### config.mk
export PLATFORM = sky130hd
export DESIGN_NAME = dm1_7
export DESIGN_NICKNAME = d
export VERILOG_FILES = /design/src/rtl/dm1_7_pkg.sv /design/src/rtl/dm1_7_slot.sv /design/src/rtl/dm1_7.sv
export SDC_FILE = /design/constraint.sdc
export NUM_CORES = 1
export LEC_CHECK = 0
export ABC_AREA = 1
export BUFFER_PORTS_ARGS = -buffer_cell sky130_fd_sc_hd__buf_4
export CORE_MARGIN = 5
export CORE_UTILIZATION = 59
export CTS_BUF_LIST = sky130_fd_sc_hd__clkbuf_8
export DETAILED_ROUTE_END_ITERATION = 8
export PLACE_DENSITY = 0.91
export SKIP_CTS_REPAIR_TIMING = 1
export SLEW_MARGIN = 25
export SYNTH_ARGS = -nofsm -noshare
export SYNTH_HDL_FRONTEND = slang
export SYNTH_SLANG_ARGS = --single-unit
### constraint.sdc
create_clock -name CLK -period 4.82 [get_ports CLK]
set_clock_uncertainty 0.2 [all_clocks]
set_input_delay 0.964 -clock CLK [delete_from_list [all_inputs] [get_ports CLK]]
set_output_delay 0.964 -clock CLK [all_outputs]
set_load 0.05 [all_outputs]
### src/rtl/dm1_7_pkg.sv
// Shared datapath constants for the distribution demux and the processor datapath muxes.
package dm1_7_pkg;
   localparam int unsigned DW    = 16;
   localparam int unsigned NCH   = 7;
   localparam int unsigned SEL_W = 3;
   localparam int unsigned CNT_W = 16;

   // True when a select addresses an existing channel.
   function automatic logic sel_in_range(input logic [SEL_W-1:0] sel, input int unsigned nch);
      return (32'(sel) < nch);
   endfunction
endpackage

### src/rtl/dm1_7_slot.sv
// One-entry channel buffer: holding register plus full flag, fill wins over drain.
module dm_slot #(
   parameter int unsigned DW = dm1_7_pkg::DW
) (
   input  logic          CLK,
   input  logic          RST_N,
   input  logic          fill,
   input  logic [DW-1:0] data,
   input  logic          drain,
   output logic          full,
   output logic [DW-1:0] q
);
   logic          full_q, full_d;
   logic [DW-1:0] q_q, q_d;

   always_comb begin
      full_d = full_q;
      q_d    = q_q;
      if (fill) begin
         full_d = 1'b1;
         q_d    = data;
      end else if (drain) begin
         full_d = 1'b0;
      end
   end

   always_ff @(posedge CLK or negedge RST_N) begin
      if (!RST_N) begin
         full_q <= 1'b0;
         q_q    <= '0;
      end else begin
         full_q <= full_d;
         q_q    <= q_d;
      end
   end

   assign full = full_q;
   assign q    = q_q;
endmodule

### src/rtl/dm1_7.sv
// Demultiplexer distributing one input word into NCH one-entry channel buffers.
module dm1_7 #(
   parameter int unsigned DW  = dm1_7_pkg::DW,
   parameter int unsigned NCH = dm1_7_pkg::NCH
) (
   input  logic                            CLK,
   input  logic                            RST_N,
   input  logic [DW-1:0]                   I_DATA,
   input  logic [dm1_7_pkg::SEL_W-1:0]     I_SEL,
   input  logic                            I_VALID,
   output logic                            I_READY,
   output logic [NCH*DW-1:0]               O_DATA,
   output logic [NCH-1:0]                  O_VALID,
   input  logic [NCH-1:0]                  O_READY,
   output logic                            ERR,
   input  logic                            ERR_CLR,
   output logic [dm1_7_pkg::CNT_W-1:0]     ACC_CNT
);
   localparam int unsigned SW = dm1_7_pkg::SEL_W;
   localparam int unsigned CW = dm1_7_pkg::CNT_W;

   logic [NCH-1:0] full;
   logic [NCH-1:0] fill_c;
   logic [NCH-1:0] drain_c;
   logic           in_range_c;
   logic           xfer_c;
   logic           err_q, err_d;
   logic [CW-1:0]  acc_q, acc_d;

   // Out-of-range selects are always accepted and discarded.
   always_comb begin
      in_range_c = dm1_7_pkg::sel_in_range(I_SEL, NCH);
      I_READY    = 1'b1;
      for (int k = 0; k < int'(NCH); k++) begin
         if (I_SEL == SW'(k)) I_READY = !full[k] || O_READY[k];
      end
      xfer_c = I_VALID && I_READY;
      for (int k = 0; k < int'(NCH); k++) begin
         fill_c[k]  = xfer_c && (I_SEL == SW'(k));
         drain_c[k] = full[k] && O_READY[k];
      end
   end

   always_comb begin
      err_d = err_q;
      acc_d = acc_q;
      if (ERR_CLR) err_d = 1'b0;
      if (xfer_c && !in_range_c) err_d = 1'b1;
      if (xfer_c && in_range_c) acc_d = acc_q + CW'(1);
   end

   always_ff @(posedge CLK or negedge RST_N) begin
      if (!RST_N) begin
         err_q <= 1'b0;
         acc_q <= '0;
      end else begin
         err_q <= err_d;
         acc_q <= acc_d;
      end
   end

   for (genvar k = 0; k < int'(NCH); k++) begin : g_slot
      dm_slot #(.DW(DW)) u_slot (
         .CLK   (CLK),
         .RST_N (RST_N),
         .fill  (fill_c[k]),
         .data  (I_DATA),
         .drain (drain_c[k]),
         .full  (full[k]),
         .q     (O_DATA[k*DW +: DW])
      );
   end

   assign O_VALID = full;
   assign ERR     = err_q;
   assign ACC_CNT = acc_q;
endmodule

Yosys cells after proc, flatten, opt, wreduce, memory -nomap -nowiden
Cells that the tools add are included.

Output and inout port bits: 137. Register bits after elaboration: 136. Logic and storage cells: 88. Bits of input ports: 30.

Order comparisons: 1. Muxes and demuxes: 23. Equality and inequality tests: 6. Add/subtract/negate cells: 1. Reductions and logical operators: 41.

Operators by type and width (count): 1-bit two-way mux (23); 1-bit logical AND (17); 16-bit by 1-bit adder with 16-bit output (second input constant) (1); 2-bit nonzero test (8); 3-bit equality test (second input constant) (3); 1-bit logical NOT (8); 1-bit logical OR (7); 3-bit by 2-bit equality test with 1-bit output (second input constant) (2); 3-bit by 1-bit equality test with 1-bit output (second input constant) (1); 3-bit logical NOT (1); 3-bit less-than comparator (second input constant) (1).

Longest topological paths before layout
Word-level depth: 12. Gate-level depth with buffers: 13.

Cells and area by module
Synthesis repeated with hierarchy kept, for this count alone.

Cells, all modules: 704. Area, all modules: 6059.6 µm².

Modules (own cells, without submodules): dm_slot (cells an instance 72, times used 7, area an instance 675.6 µm²); dm1_7 (cells an instance 200, times used 1, area an instance 1330.0 µm²).

Worst setup path after synthesis
OpenSTA, ideal clock, no wires.

Path kind: input port to output port. Start point: input port I_SEL[1] (netlist name). End point: output port I_READY. Slack: 1493 ps. Cell stages on the path: 8. Required time: 3656 ps. Arrival: 2163 ps. Cell sequence: buf_4 inv_2 nor3_4 nand2_1 nand4_1 nand2_2 buf_6 buf_2.

Word-level cells in the longest chain between the ends: 8. Elaborated cells between the ends (all ways): 14. Those cells by class: eq/ne (6); mux (7); reduce/logical (1).

RTL lines: start, declared (line dm1_7.sv:9) `input logic [dm1_7_pkg::SEL_W-1:0] I_SEL,`; 3-bit logical NOT (line dm1_7.sv:35) `if (I_SEL == SW'(k)) I_READY = !full[k] || O_READY[k];`; 1-bit two-way mux (6 in series) (line dm1_7.sv:35); 1-bit two-way mux * (line dm1_7.sv:35); end, declared (line dm1_7.sv:11) `output logic I_READY,`.

Mark *: on every way between the ends. The rest lies on a longest branch, timed or not.

Worst setup path in the final report
Same ends and word-level chain as after synthesis.

==> flow_metrics.py <==
metrics = {
    "global_route": {
        "grt.overflow.total": 0,
        "grt_use_total_pct": 29.1,
        "antenna_found_initial": 0,
        "grt_start_max_net_pins": 114,
        "grt_pass1_wl_mm": 28.8,
        "grt_pass1_vias": 5443,
    },
    "synthesis": {
        "synth_cells": 662,
        "yosys_register_bits": 136,
        "synth_fp_nets": 693,
        "yosysSeqAreaShare_pct": 55.7,
        "syn_area_sq_um": 6110,
        "yosysUniqueCellTypes": 25,
        "ys_warn_count": 0,
        "synth_area_per_cell_sq_um": 9.23,
    },
    "die": {
        "num_rows": 37,
        "io_pins": 167,
        "dieArea_sq_um": 12500,
        "die_y_um": 112,
        "initial_core_util_pct": 59.7,
        "die_w_um": 112,
        "core_sq_um": 10200,
    },
    "critical_path": {
        "path_cells": "buf_4 -> inv_2 -> nor3_4 -> nand2_1 -> nand4_1 -> nand2_4 -> buf_4",
        "crit_top_cell": "buf_4",
        "critPathCaptureType": "primary output",
        "r2r_setup_slack_ps": 2060,
        "path_class": "input port to primary output",
        "cp_top_family": "simple AND/OR/NAND/NOR gates",
        "worst-path-max-fanout": 30,
        "timing.rr.end": "g_slot[5].u_slot.q[12]",
        "crit_buf_inv": 3,
        "critPathArrivalTime_ps": 2670,
        "critPathMaxStageDelay_ps": 640,
        "r2r_cells": 11,
        "r2r_start": "g_slot[1].u_slot.full",
        "worstPathRequired_ps": 3660,
        "cp_slowest_cell": "nor3_4",
        "start_kind": "input port",
    },
    "routing": {
        "drc_errors": 0,
        "drt_iter0_drc": 538,
        "wl_mm": 18.5,
        "wl_per_cell_um": 19.4,
        "vias": 5634,
        "drt-vias-per-instance": 5.94,
        "drtAntennaViolNets": 0,
        "first_pass_iters": 8,
    },
    "power_and_ir_drop": {
        "seqPwrFrac_pct": 35.0,
        "powerDensity_nw_per_um2": 565,
        "p_sw_share_pct": 41.1,
        "p_comb_share_pct": 36.9,
        "p_leak_nw": 4.10,
        "p_clk_share_pct": 28.1,
        "power_switching_mw": 1.82,
        "ir_worst_vdd_mv": 0.294,
        "internal_power_mw": 2.61,
    },
    "cells_and_area": {
        "fill_cells": 662,
        "antenna_cells": 0,
        "syn2layout_area_growth_pct": 28.2,
        "stdcell_area_sq_um": 7830,
        "nets": 831,
        "multiInputGateArea_sq_um": 2350,
        "seqCellArea_sq_um": 3400,
        "stdcell_count": 949,
        "layout-drive-gt1-share_pct": 28.8,
        "final_common_cell": "nand2_1",
        "layout_common_cells": "nand2_1 (247), buf_4 (170), dfrtp_1 (136)",
    },
    "sta": {
        "max_slew_margin_pct": 37.9,
        "hold_violations": 0,
        "rsz0062_at_grt": "false",
        "hold_ws_ps": 278,
        "setup_ws_ps": 987,
        "max_freq_ghz": 0.261,
        "slew_violations": 0,
        "setup_viol": 0,
        "worstMarginPinSlew_ps": 932,
        "min_period_ps": 3830,
        "min_period_over_period_pct": 79.5,
        "tns_ps": 0,
    },
    "run": {
        "drv_cap": 0,
    },
    "min_path": {
        "min_from": "g_slot[1].u_slot.q[5]",
        "hold_path_class": "register to register",
        "hold_depth": 2,
        "hold_end": "g_slot[1].u_slot.q[5]",
    },
    "placement": {
        "place_congestion": 0.972,
        "placed_cell_area_sq_um": 7280,
        "portBuffers": 166,
        "hpwl_mm": 12.3,
        "dp_cells": 917,
        "post-place-ws_ps": 1050,
    },
    "clock_network": {
        "cts_tree": "built",
        "clkLatencyLatePin_ps": 450,
        "numCtsBuffers": 17,
        "clock-sinks": 136,
        "ctsLongestPathBuffers": 2,
        "cts-root-buf": "clkbuf_8",
        "h-tree-depth": 4,
        "clk_pin_slew_worst_paths_ps": 70,
    },
    "outcome": {
        "status": "finished clean",
    },
}
through the flow:
stage	utilization (%)	power, mW
2_1_floorplan	-	2.63
3_3_place_gp	71.2	3.15
3_5_place_dp	71.2	3.19
4_1_cts	76.4	4.42
5_1_grt	76.5	4.58
6_report	76.5	4.42
synth_stat cells:
| cell | instances | area [sq um] |
|---|---|---|
| buf_1 | 9 | 33.8 |
| buf_2 | 18 | 90.1 |
| buf_4 | 9 | 67.6 |
| buf_6 | 6 | 67.6 |
| clkbuf_1 | 10 | 37.5 |
| clkinv_1 | 3 | 11.3 |
| dfrtp_1 | 136 | 3400 |
| ha_1 | 1 | 12.5 |
| inv_1 | 17 | 63.8 |
| inv_2 | 3 | 11.3 |
| mux2_2 | 16 | 180 |
| nand2_1 | 247 | 927 |
| nand2_2 | 2 | 12.5 |
| nand3_1 | 13 | 65.1 |
| nand3_2 | 2 | 20.0 |
| nand3_4 | 5 | 87.6 |
| nand4_1 | 113 | 707 |
| nor2_1 | 20 | 75.1 |
| nor3_1 | 8 | 40.0 |
| nor3_2 | 1 | 10.0 |
| nor3_4 | 2 | 32.5 |
| o21ai_0 | 4 | 20.0 |
| o21ai_1 | 4 | 20.0 |
| xnor2_1 | 5 | 43.8 |
| xor2_1 | 8 | 70.1 |
per-layer routing:
metal	vias to the layer above	global-route usage (%)	part of all wire [%]
met4	0	12.9	4.1
met2	337	46.4	47
met5	-	0	0
li1	2507	-	-
met3	58	9.02	11
met1	2732	36.8	38
layout make-up:
type | instances | area share, %
tap | 136 | 2.17
multi-input combinational | 451 | 30.0
sequential | 136 | 43.5
timing repair buffer | 171 | 16.5
inverter | 23 | 1.10
clock inverter | 13 | 3.48
clock buffer | 19 | 3.34
worst max path at each step:
stage	from	endpoint	slack, ps	depth (start not counted)
floorplan	I_SEL[1]	I_READY	1490	8
global placement	I_SEL[1]	I_READY	1090	7
detailed placement	I_SEL[1]	I_READY	1050	7
CTS	I_SEL[1]	I_READY	1030	7
global route	I_SEL[1]	I_READY	890	7
finish	I_SEL[1]	I_READY	990	7
power by group through the flow:
stage / Sequential, mW / Clock, mW / Combinational [mW]
after floorplan: 2.33 / 0 / 0.294
after global placement: 1.56 / 0 / 1.60
after detailed placement: 1.56 / 0 / 1.63
after CTS: 1.54 / 1.24 / 1.64
after global routing: 1.57 / 1.30 / 1.71
final: 1.55 / 1.24 / 1.63
logic make-up after synthesis:
logic type / Yosys count / share of synthesized area, %
and+or+nand+nor: 413 / 32.4
DFF: 136 / 55.7
buffers and inverters: 75 / 6.27
muxes: 16 / 2.95
xor gates and xnor gates: 13 / 1.86
AOI/OAI and AO/OA: 8 / 0.655
adders and majority gates: 1 / 0.205
state kept, by name (all words and copies together) (netlist names):
signal and count:
ACC_CNT 16, ERR 1, g_slot.u_slot.full 7, g_slot.u_slot.q 112
worst register-to-register path, delay by kind of cell, from the launching register on:
kind	cells	cell delay (ps)
and+or+nand+nor	9	1470
buffers and inverters	2	590
DFF	1	390
(Power assumes the default switching activity.)
